==> src/rtl/fp_pkg.sv <==
// Shared types and field constants for the FP datapath.
package fp_pkg;

  localparam int MANT_W  = 26;
  localparam int EXP_W   = 8;
  localparam int FRAC_W  = 23;
  localparam int EXP_MAX = 255;
  localparam int BIAS    = 127;

  localparam int HIDDEN  = 25;
  localparam int GUARD   = 1;
  localparam int STICKY  = 0;

  typedef enum logic [1:0] {
    IDLE  = 2'd0,
    NORM  = 2'd1,
    ROUND = 2'd2,
    DONE  = 2'd3
  } fp_state_e;

endpackage

==> src/rtl/fp_round_rne.sv <==
// Round-to-nearest-even decision and increment on a 27-bit carry:mantissa word.
module fp_round_rne
  import fp_pkg::*;
(
  input  logic [MANT_W:0] mant_i,
  output logic            round_up_o,
  output logic [MANT_W:0] mant_o
);

  // Ties go up only when the LSB of the kept fraction (bit 2) is odd.
  assign round_up_o = mant_i[GUARD] & (mant_i[STICKY] | mant_i[GUARD+1]);

  always_comb begin
    mant_o = mant_i;
    if (round_up_o) begin
      mant_o = mant_i + (MANT_W+1)'(4);
      mant_o[GUARD:STICKY] = 2'b00;
    end
  end

endmodule

==> src/rtl/fp_normalizer.sv <==
// Iterative post-add normalizer: one shift per cycle, then RNE rounding.
//   state | meaning
//   IDLE  | waiting for start, result outputs held
//   NORM  | one right/left normalization shift per cycle
//   ROUND | round to nearest even, classify exponent
//   DONE  | done pulse, result valid
module fp_normalizer
  import fp_pkg::*;
(
  input  logic              clk,
  input  logic              rst,
  input  logic              start,
  input  logic [MANT_W-1:0] mantissa_in,
  input  logic              carry_in,
  input  logic [EXP_W-1:0]  exponent_in,
  input  logic              sign_in,
  output logic              busy,
  output logic              done,
  output logic [FRAC_W-1:0] mantissa_out,
  output logic [EXP_W-1:0]  exponent_out,
  output logic              sign_out,
  output logic              overflow,
  output logic              underflow,
  output logic              zero
);

  fp_state_e         state_q, state_d;
  logic [MANT_W:0]   mant_q, mant_d;
  logic [EXP_W:0]    exp_q, exp_d;
  logic [FRAC_W-1:0] frac_q, frac_d;
  logic [EXP_W-1:0]  exp_out_q, exp_out_d;
  logic              sign_q, sign_d;
  logic              ovf_q, ovf_d;
  logic              unf_q, unf_d;
  logic              zero_q, zero_d;

  logic [MANT_W:0]   mant_rnd;
  logic              round_up;

  fp_round_rne u_round (
    .mant_i     (mant_q),
    .round_up_o (round_up),
    .mant_o     (mant_rnd)
  );

  always_ff @(posedge clk or posedge rst) begin
    if (rst) begin
      state_q   <= IDLE;
      mant_q    <= '0;
      exp_q     <= '0;
      frac_q    <= '0;
      exp_out_q <= '0;
      sign_q    <= 1'b0;
      ovf_q     <= 1'b0;
      unf_q     <= 1'b0;
      zero_q    <= 1'b0;
    end else begin
      state_q   <= state_d;
      mant_q    <= mant_d;
      exp_q     <= exp_d;
      frac_q    <= frac_d;
      exp_out_q <= exp_out_d;
      sign_q    <= sign_d;
      ovf_q     <= ovf_d;
      unf_q     <= unf_d;
      zero_q    <= zero_d;
    end
  end

  always_comb begin
    state_d   = state_q;
    mant_d    = mant_q;
    exp_d     = exp_q;
    frac_d    = frac_q;
    exp_out_d = exp_out_q;
    sign_d    = sign_q;
    ovf_d     = ovf_q;
    unf_d     = unf_q;
    zero_d    = zero_q;
    case (state_q)
      IDLE: begin
        if (start) begin
          mant_d    = {carry_in, mantissa_in};
          // A zero biased exponent is the denormal scale, i.e. 2^(1-BIAS).
          exp_d     = (exponent_in == '0) ? (EXP_W+1)'(1) : {1'b0, exponent_in};
          sign_d    = sign_in;
          frac_d    = '0;
          exp_out_d = '0;
          ovf_d     = 1'b0;
          unf_d     = 1'b0;
          zero_d    = 1'b0;
          state_d   = NORM;
        end
      end
      NORM: begin
        if (mant_q[MANT_W]) begin
          mant_d = {1'b0, mant_q[MANT_W:2], mant_q[GUARD] | mant_q[STICKY]};
          exp_d  = exp_q + (EXP_W+1)'(1);
        end else if (mant_q == '0) begin
          exp_d     = '0;
          exp_out_d = '0;
          zero_d    = 1'b1;
          state_d   = DONE;
        end else if (!mant_q[HIDDEN] && (exp_q > (EXP_W+1)'(1))) begin
          mant_d = {mant_q[MANT_W-1:0], 1'b0};
          exp_d  = exp_q - (EXP_W+1)'(1);
        end else begin
          state_d = ROUND;
        end
      end
      ROUND: begin
        mant_d = mant_rnd;
        if (mant_rnd[MANT_W]) begin
          state_d = NORM;
        end else begin
          state_d = DONE;
          if (exp_q >= (EXP_W+1)'(EXP_MAX)) begin
            ovf_d     = 1'b1;
            exp_out_d = EXP_W'(EXP_MAX);
            frac_d    = '0;
          end else if (!mant_rnd[HIDDEN]) begin
            unf_d     = 1'b1;
            exp_out_d = '0;
            frac_d    = mant_rnd[HIDDEN-1:2];
          end else begin
            exp_out_d = exp_q[EXP_W-1:0];
            frac_d    = mant_rnd[HIDDEN-1:2];
          end
        end
      end
      DONE: begin
        state_d = IDLE;
      end
      default: begin
        state_d = IDLE;
      end
    endcase
  end

  assign busy         = (state_q != IDLE);
  assign done         = (state_q == DONE);
  assign mantissa_out = frac_q;
  assign exponent_out = exp_out_q;
  assign sign_out     = sign_q;
  assign overflow     = ovf_q;
  assign underflow    = unf_q;
  assign zero         = zero_q;

endmodule

==> config.mk <==
export PLATFORM = sky130hd
export DESIGN_NAME = fp_normalizer
export DESIGN_NICKNAME = d
export VERILOG_FILES = /design/src/rtl/fp_pkg.sv /design/src/rtl/fp_round_rne.sv /design/src/rtl/fp_normalizer.sv
export SDC_FILE = /design/constraint.sdc
export NUM_CORES = 1
export LEC_CHECK = 0
export CAP_MARGIN = 15
export CORE_MARGIN = 1.5
export CORE_UTILIZATION = 50
export CTS_CLUSTER_SIZE = 14
export DETAILED_ROUTE_END_ITERATION = 12
export GPL_ROUTABILITY_DRIVEN = 1
export PLACE_DENSITY = 0.75
export SYNTH_ARGS = -nofsm -noshare
export SYNTH_HDL_FRONTEND = slang
export SYNTH_HIERARCHICAL = 1
export SYNTH_SLANG_ARGS = --single-unit
==> constraint.sdc <==
create_clock -name clk -period 3 [get_ports clk]
set_input_delay 0.6 -clock clk [delete_from_list [all_inputs] [get_ports clk]]
set_output_delay 0.6 -clock clk [all_outputs]
set_load 0.005 [all_outputs]
==> metrics, run 1 <==
Setup Viol. Count Final=0; critical path arrival=~2900 ps; Synth cell types=67; WL per Instance=between 15 and 20 microns; Crit. Startpoint=mant_q[1]$_DFFE_PP0P_; Crit Reg-Reg Endpoint=underflow$_DFFE_PP0P_; Iter 0 DRT Violations=between 500 and 600; Detail Route Antenna Nets=0; DP HPWL=between 10 and 15 mm; VDD IR max=0.5790 mV; pin count of the biggest net entering global routing=between 50 and 60; DRT Pass-1 Iters=6; share of layout cells above drive strength 1=between 10% and 20%; WHS=~480 ps; Min-Delay Path Class=register to register; RSZ-0062 raised after global routing=no; asr flop ratio synth=100.0%; Synth Area in Compound Gates=roughly 22%; proportion of netlist area held by the largest area contributor=between 30 and 40%; final-report hold violation count=0; Vias/cell=6.232; top post-synthesis cells by count=96 x nand2_1, 73 x dfrtp_1, 64 x nand3_1; Fmax achieved=378.6 MHz; CORE AREA=slightly below 10,000 sq um; Layout area overhead=22.19%; port bufs=75; Final min period=approximately 2600 ps; Die H=103.2 microns; total number of vias=roughly 5,000; synthesized net count=roughly 650; kind of critical path=register to register; # DRC=0; Synth Area in XOR/XNOR=under 10%; post-synthesis mux area share=3.067%; hold path cells=2; largest family of logic cells by synthesized area=simple AND/OR/NAND/NOR gates; Final Util=between 60% and 70%; Initial Util=51.33%; simple-gate share of the synthesized area=between 20% and 30%; DP Worst Slack=172.0 ps; Worst-Skew Late Latency=between 300 and 400 ps; Worst Tran Pin Value=about 630 ps; Mapped Area=roughly 5000 sq um; Post-CTS Setup Inserts=0; Static Leak=0.002449 uW; status=finished, final reports clean; FP Rows=36; fin nets=just over 700; vias in the first global route=approximately 4,600; clk root buf=clkbuf_8; Die ar.=around 11,000 sq um; maxcap violations=0; H-tree depth=3; Die W=about 100 microns; register area share after synthesis=a little over a third; maximum clock path buffer count=2; most common cell in the netlist=nand2_1; diodes inserted=0; Crit Path Max Fanout=48; first-pass GRT wire length=23.27 mm; Post-synth EDFFs=0; startpoint type of the worst setup path=register; GRT Total Usage=around 28%; Final TNS setup=0 ps; hold_sp=mantissa_out[6]$_DFFE_PP0P_; Routed WL=14.65 mm; fin crit share=between 80% and 90%; initial antenna violation count=0; Max-Slew Margin vs Limit=about 58%; R2R depth=9; Final Wtd Congestion=0.9838; Crit. End Element=register; synthesized flop and latch total=73; grt ovf=0; reg2reg start=mant_q[1]$_DFFE_PP0P_; setup ws final=~360 ps; syn avg cell area=roughly 8.4 sq um; PD cells=around 1200 nW/um^2; worst clock skew=15.78 ps; TritonCTS Buffers=9; final slew viol count=0; CTS tree=built; required time worst endpoint=3250 ps; Ys Warns=6; CP endpoint=underflow$_DFFE_PP0P_; CTS Hold Bufs=0; Reg clk slew, reported paths=~90 ps; r2r setup slk=approximately 360 ps; Gate Count Post-Synth=600; leading area contributor after synthesis=dfrtp_1; TritonCTS Sinks=73; post-synthesis adder-cell area fraction=2.494%; io pins=76; top cells by area, synth=dfrtp_1 36%, o31ai_1 7.8%, nand2_1 7.2%; Synth Flop Type=dfrtp_1
## flip-flops by register name, indices dropped and copies added (netlist names)
name	count
overflow	1
underflow	1
mant_q	27
exp_q	9
zero	1
sign_out	1
mantissa_out	23
exponent_out	8
state_q	2
## logic make-up (layout without fill, tap and decap cells)
logic type                 after synthesis  count (layout)
muxes                                   14              14
xor gates and xnor gates                27              27
and+or+nand+nor                        260             260
buffers and inverters                   61             130
DFF                                     73              73
AOI/OAI and AO/OA                      155             155
adders and majority gates               10              10
## repair_timing
item,4_1_cts,5_1_grt
resized for setup,0,2
endpoints found under the setup margin,0,13
endpoints found under the hold margin,0,0
## cell usage in the layout, fill, tap and decap left out, types with 3 or more instances in the layout
cell	n
nand2_1	96
nor2_1	41
clkbuf_8	9
xor2_1	5
nand4_1	8
o31ai_1	52
a21oi_1	22
inv_1	12
ha_1	10
a22o_1	3
mux2i_1	3
o21ai_0	13
a31oi_1	25
clkdlybuf4s50_1	75
nor4_2	3
xnor2_1	22
o211ai_1	6
inv_6	3
buf_4	22
nand3_1	64
dfrtp_1	73
a22oi_1	3
or2_2	3
nor3_1	9
and4_1	4
nor4_1	7
mux2_2	11
and3_1	7
## report_power, final
part | switching [uW] | leakage, uW | internal (uW)
logic | 2610 | 0.00140 | 1850
registers | 629 | 0.000947 | 1440
clock network | 423 | 0.000104 | 392
## worst min-delay path by stage
stage / end / slack [ps]
floorplan: mantissa_out[0]$_DFFE_PP0P_ / 470
global placement: mantissa_out[9]$_DFFE_PP0P_ / 460
detailed placement: mantissa_out[6]$_DFFE_PP0P_ / 470
CTS: mantissa_out[6]$_DFFE_PP0P_ / 490
global route: mantissa_out[5]$_DFFE_PP0P_ / 510
finish: mantissa_out[6]$_DFFE_PP0P_ / 480
## layout make-up
class | instances | area, sq um
Inverter | 15 | 56.30
Tap cell | 133 | 166.4
Fill cell | 887 | 3643
Sequential cell | 73 | 1827
Clock inverter | 7 | 75.07
Clock buffer | 9 | 123.9
Multi-Input combinational cell | 466 | 2927
Timing Repair Buffer | 99 | 955.9
## routing by layer
layer,global-route usage [%],part of all wire [%],up-vias
li1,-,-,2332
met1,41.48,45,2376
met2,42.81,44,262
met3,5.175,8.8,28
met4,9.356,1.6,0
met5,0,0,-
## worst max-delay path, stage by stage, from the launching register on
cell and delay, ps:
dfrtp_1 580, nand3_1 300, nor4_2 430, nand4_1 200
xnor2_1 220, nand2_1 110, o211ai_1 180, buf_12 250
nor3_1 70, o22a_1 180
## stage by stage
step | power [uW] | std cells | area (sq um)
floorplan | 5026 | 600 | 5017
global placement | 6305 | 786 | 5924
detailed placement | 6466 | 786 | 5924
CTS | 7286 | 802 | 6123
global route | 7886 | 802 | 6131
finish | 7345 | 802 | 6131
Power figures use the tool's default switching activity.
==> run 2: changes to the inputs <==
--- a/config.mk
+++ b/config.mk
@@ -5,13 +5,14 @@
 export SDC_FILE = /design/constraint.sdc
 export NUM_CORES = 1
 export LEC_CHECK = 0
+export ABC_AREA = 1
 export CAP_MARGIN = 15
 export CORE_MARGIN = 1.5
 export CORE_UTILIZATION = 50
 export CTS_CLUSTER_SIZE = 14
 export DETAILED_ROUTE_END_ITERATION = 12
 export GPL_ROUTABILITY_DRIVEN = 1
-export PLACE_DENSITY = 0.75
+export PLACE_DENSITY = 0.74
 export SYNTH_ARGS = -nofsm -noshare
 export SYNTH_HDL_FRONTEND = slang
 export SYNTH_HIERARCHICAL = 1
==> run 2 against run 1 <==
Net effect:
- sequential share of layout area fell by 2.7 points
- routed wire length rose by 0.94%
- global-route usage down 1.6 points
- count of clock-buffer cells in the layout unchanged
- largest power group unchanged
- highest routed layer unchanged
==> metrics, run 2 <==
io pins=76; Final Util=between 60% and 70%; synthesized flop and latch total=between 70 and 80; vias in the first global route=between 4,000 and 5,000; CTS Hold Bufs=0; VDD IR max=between 0.7 and 0.8 mV; # DRC=0; Final TNS setup=0 ps; hold path cells=2; Iter 0 DRT Violations=443; critical path arrival=2870 ps; storage element area=~1800 sq um; R2R depth=14; syn avg cell area=6.437 sq um; Worst Tran Pin Value=623.3 ps; port bufs=75; hold_sp=exponent_out[7]$_DFFE_PP0P_; final-report hold violation count=0; asr flop ratio synth=100.0%; GRT Total Usage=26.88%; Post-CTS Setup Inserts=0; Synth cell types=44; Die H=109.3 microns; delay-heaviest family, CP=simple AND/OR/NAND/NOR gates; Fmax achieved=approximately 380 MHz; Routed WL=~15 mm; CORE AREA=around 11,000 sq um; CP cell instances=ha_1, inv_1, nor2_2, nand3_4, nor2_1, nand2_1, nand2_1, nand2_1, nand2_1, inv_1, a21oi_2, buf_4, nand3_1, o21ai_0; diodes inserted=0; Setup Viol. Count Final=0; H-tree depth=3; Gate Count Post-Synth=877; worst clock skew=8.947 ps; Worst path slowest cell=dfrtp_1; status=finished, final reports clean; Final Cell Area=just under 7000 sq um; Worst Hold End=exponent_out[7]$_DFFE_PP0P_; final slew viol count=0; Max-Slew Margin vs Limit=around 60%; TritonCTS Buffers=9; reg2reg start=mant_q[2]$_DFFE_PP0P_; most common cell in the netlist=nand2_1; Gates resized, CTS repair=0; Crit. End Element=register; grt ovf=0; Worst-Skew Late Latency=approximately 350 ps; FP Rows=38; Vias/cell=slightly above 5; register area share after synthesis=approximately a third; CTS tree=built; Die ar.=about 12,000 sq um; Crit Reg-Reg Endpoint=mantissa_out[0]$_DFFE_PP0P_; register with the most flip-flops=mant_q; Die W=between 100 and 150 microns; kind of critical path=register to register; maximum clock path buffer count=2; Min-Delay Path Class=register to register; Detail Route Antenna Nets=0; Reg clk slew, reported paths=around 60 ps; Fill cells=1,032; RSZ-0062 raised after global routing=no; area of the multi-input gates=roughly 3200 sq um; r2r setup slk=roughly 390 ps; top post-synthesis cells by count=304 x nand2_1, 106 x nor2_1, 99 x inv_1; Synth Flop Type=dfrtp_1; CP peak stage delay=~510 ps; Final min period=2605 ps; Crit. Startpoint=mant_q[2]$_DFFE_PP0P_; DRT Pass-1 Iters=7; most frequent cells in the layout=304 x nand2_1, 106 x nor2_1, 98 x inv_1; maxcap violations=0; leading area contributor after synthesis=dfrtp_1; pin count of the biggest net entering global routing=53; most common cell after layout, fill and taps aside=nand2_1; DP HPWL=10.54 mm; first-pass GRT wire length=24.98 mm; Ys Warns=6; synthesized net count=between 900 and 1,000; TritonCTS Sinks=73; top cells by area, synth=dfrtp_1 32%, nand2_1 20%, nor2_1 7.0%; fin crit share=approximately 87%; Layout area overhead=19.53%; Initial Util=between 50 and 60%; share of layout cells above drive strength 1=8.183%; CP bufs+invs=3; Post-synth EDFFs=0; Worst path most repeated cell=nand2_1; proportion of netlist area held by the largest area contributor=about 32%; Final Wtd Congestion=0.9093; clk root buf=clkbuf_16; required time worst endpoint=between 3000 and 4000 ps; fin nets=985; initial antenna violation count=0; total number of vias=between 5,000 and 6,000; PD cells=~1100 nW/um^2; WL per Instance=~14 microns; max FFs per register=27; Crit Path Max Fanout=between 40 and 50; Static Leak=~0.0033 uW; startpoint type of the worst setup path=register; placed instance area=about 6500 sq um; Mapped Area=between 5000 and 6000 sq um
run 2: cell count changes after synthesis, moves of 21 or more:
cell      change
nand2_1     +208
inv_1        +86
nor2_1       +65
o31ai_1      -52
a31oi_1      -24
a211oi_1     +21
run 2: how the worst max path moves through the flow:
stage	endpoint	slack, ps	cells past startpoint
final	mantissa_out[0]$_DFFE_PP0P_	390	14
after global routing	mantissa_out[7]$_DFFE_PP0P_	90	14
after CTS	mantissa_out[0]$_DFFE_PP0P_	430	14
after detailed placement	mantissa_out[13]$_DFFE_PP0P_	440	14
after global placement	mantissa_out[13]$_DFFE_PP0P_	570	14
after floorplan	exp_q[0]$_DFFE_PP0P_	550	1
run 2: report_power, final:
| group | internal [uW] | switching (uW) |
|---|---|---|
| combinational | 1740 | 2680 |
| sequential | 1440 | 678 |
| clock | 576 | 479 |
run 2: final cells by class:
cell class	count	share of cell area, %
clock buffers	9	3.338
inverters	110	6.193
repair buffers	86	12.72
flip-flops and latches	73	27.07
multi-input cells	656	47.17
well taps	140	2.596
clock inverters	7	0.9086
run 2: per-layer routing:
layer  share of wire (%)  GRT usage [%]  wire length (microns)
met5                   0              0                      0
met4                 1.3          7.328                    198
met3                 5.3          4.961                    785
met2                  43          39.60                   6363
met1                  50          40.14                   7440
run 2: cells by family (layout without fill, tap and decap cells):
| logic type | count (synthesis) | in the layout | synth area share (%) |
|---|---|---|---|
| AO/OA/AOI/OAI | 92 | 92 | 9.597 |
| buffers and inverters | 148 | 212 | 11.33 |
| AND/OR/NAND/NOR | 538 | 538 | 41.93 |
| multiplexers | 2 | 2 | 0.3989 |
| adder cells (fa/ha/maj) | 10 | 10 | 2.216 |
| flip-flops | 73 | 73 | 32.36 |
| XOR/XNOR | 14 | 14 | 2.172 |
run 2: stage by stage:
| step | hold WS, ps | power, uW | worst slack [ps] | std cells |
|---|---|---|---|---|
| floorplan | 470.8 | 5233 | 546.7 | 877 |
| global placement | 469.0 | 6447 | 571.8 | 1065 |
| detailed placement | 477.7 | 6510 | 437.6 | 1065 |
| CTS | 493.1 | 7586 | 432.3 | 1081 |
| global route | 525.1 | 8351 | 86.02 | 1081 |
| finish | 492.2 | 7594 | 394.6 | 1081 |
run 2: worst reg2reg max path: stages (launching register included):
cell and delay, ps:
dfrtp_1 510, ha_1 220, inv_1 50, nor2_2 210, nand3_4 160, nor2_1 150, nand2_1 70, nand2_1 50
nand2_1 100, nand2_1 140, inv_1 90, a21oi_2 110, buf_4 380, nand3_1 160, o21ai_0 120
==> run 3: changes to the inputs <==
--- a/config.mk
+++ b/config.mk
@@ -8,11 +8,11 @@
 export ABC_AREA = 1
 export CAP_MARGIN = 15
 export CORE_MARGIN = 1.5
-export CORE_UTILIZATION = 50
+export CORE_UTILIZATION = 45
 export CTS_CLUSTER_SIZE = 14
 export DETAILED_ROUTE_END_ITERATION = 12
 export GPL_ROUTABILITY_DRIVEN = 1
-export PLACE_DENSITY = 0.74
+export PLACE_DENSITY = 0.67
 export SYNTH_ARGS = -nofsm -noshare
 export SYNTH_HDL_FRONTEND = slang
 export SYNTH_HIERARCHICAL = 1
==> run 3 against run 2 <==
Net effect:
- clock power increased by 14%
- setup slack improved by 33 ps
- non-clock buffer count increased by 4
- first-iteration DRC count increased by 9.7%
- critical endpoint is now mantissa_out[10]$_DFFE_PP0P_
- highest routed layer unchanged
- cell area increased by 1.6%
==> metrics, run 3 (synthesis gave the netlist of run 2 again) <==
status=finished, final reports clean; Static Leak=0.003361 uW; Gates resized, CTS repair=0; Setup Viol. Count Final=0; CP cell instances=ha_1, inv_1, nor2_2, nand3_4, nor2_1, nand2_1, nand2_1, nand2_1, nand2_1, inv_1, a21oi_2, buf_4, nand3_1, o21ai_0; Vias/cell=~5.0; initial antenna violation count=0; DRT Pass-1 Iters=5; maximum clock path buffer count=2; Crit. End Element=register; H-tree depth=3; CTS tree=built; total number of vias=roughly 5,600; Fmax achieved=388.7 MHz; final-report hold violation count=0; io pins=76; PD cells=1132 nW/um^2; first-pass GRT wire length=between 20 and 30 mm; Final Wtd Congestion=0.9012; required time worst endpoint=~3300 ps; TritonCTS Sinks=73; Worst path slowest cell=dfrtp_1; FP Rows=40; grt ovf=0; vias in the first global route=about 5,000; Layout area overhead=21.45%; share of layout cells above drive strength 1=8.571%; Final TNS setup=0 ps; Reg clk slew, reported paths=around 60 ps; most common cell after layout, fill and taps aside=nand2_1; Max-Slew Margin vs Limit=around 62%; startpoint type of the worst setup path=register; Initial Util=roughly 47%; fin nets=roughly 1,000; Post-CTS Setup Inserts=0; Worst Tran Pin Value=between 500 and 600 ps; diodes inserted=0; most frequent cells in the layout=304 x nand2_1, 106 x nor2_1, 98 x inv_1; TritonCTS Buffers=9; critical path arrival=around 2800 ps; Final Util=between 50% and 60%; VDD IR max=about 0.73 mV; Min-Delay Path Class=register to register; max FFs per register=27; port bufs=between 70 and 80; Worst path most repeated cell=nand2_1; maxcap violations=0; Final min period=around 2600 ps; clk root buf=clkbuf_16; DP HPWL=10.95 mm; Iter 0 DRT Violations=486; Worst-Skew Late Latency=~350 ps; CP bufs+invs=3; Routed WL=between 15 and 20 mm; final slew viol count=0; fin crit share=between 80% and 90%; CORE AREA=approximately 12,000 sq um; RSZ-0062 raised after global routing=no; Die ar.=between 10,000 and 15,000 sq um; WL per Instance=between 10 and 15 microns; worst clock skew=roughly 7.6 ps; Die W=approximately 120 microns; register with the most flip-flops=mant_q; Die H=115.0 microns; delay-heaviest family, CP=simple AND/OR/NAND/NOR gates; CP peak stage delay=510 ps; GRT Total Usage=roughly 24%; pin count of the biggest net entering global routing=48; CTS Hold Bufs=0; # DRC=0; Crit Path Max Fanout=47; kind of critical path=register to register; Detail Route Antenna Nets=0
-- run 3: changes by cell type in the layout (fill, tap and decap cells not counted), sizes merged --
cell      delta
buf          +4
inv          -4
clkinv       +3
bufinv       +2
clkinvlp     -2
clkbuf       +1
-- run 3: cell type report --
type	count	area [sq um]
clock buffer	10	239.0
clock inverter	6	91.34
fill	1224	5255
inverter	110	417.9
multi-input combinational	656	3183
sequential	73	1827
tap	168	210.2
timing repair buffer	90	888.4
-- run 3: power by group --
group	internal [uW]	switching (uW)	total, uW
Sequential	1440	693	2130
Clock	753	445	1200
Combinational	1760	2680	4430
-- run 3: worst register-to-register path: stages, from the launching register on --
cell     delay (ps)
dfrtp_1         510
ha_1            230
inv_1            50
nor2_2          220
nand3_4         160
nor2_1          160
nand2_1          60
nand2_1          50
nand2_1         100
nand2_1         140
inv_1            80
a21oi_2         100
buf_4           360
nand3_1         150
o21ai_0         110
-- run 3: path summary, 6_finish.rpt --
kind | from | endpoint | slack [ps] | cells after the start
max reg2reg | mant_q[2]$_DFFE_PP0P_ | mantissa_out[10]$_DFFE_PP0P_ | 430 | 14
max in group asynchronous | rst | exp_q[4]$_DFFE_PP0P_ | 1820 | 3
min reg2reg | exponent_out[0]$_DFFE_PP0P_ | exponent_out[0]$_DFFE_PP0P_ | 480 | 2
max | mant_q[2]$_DFFE_PP0P_ | mantissa_out[10]$_DFFE_PP0P_ | 430 | 14
min in group asynchronous | rst | mantissa_out[6]$_DFFE_PP0P_ | 600 | 2
min | exponent_out[0]$_DFFE_PP0P_ | exponent_out[0]$_DFFE_PP0P_ | 480 | 2
-- run 3: stage by stage --
stage,instances,cell area (sq um),hold WS [ps],power (uW),setup slack (ps)
3_3_place_gp,1097,6526,469.5,6509,553.5
6_report,1113,6857,482.3,7763,427.5
2_1_floorplan,877,5645,470.8,5233,546.7
4_1_cts,1113,6857,484.6,7770,446.5
5_1_grt,1113,6857,523.0,8542,104.2
3_5_place_dp,1097,6526,469.4,6533,467.0
-- run 3: metal layers --
metal / track usage, % / part of all wire (%) / vias up
met5: 0 / 0 / -
met4: 6.008 / 1.2 / 0
met3: 4.481 / 5.6 / 17
met2: 35.20 / 42 / 155
met1: 37.02 / 51 / 2549
li1: - / - / 2877
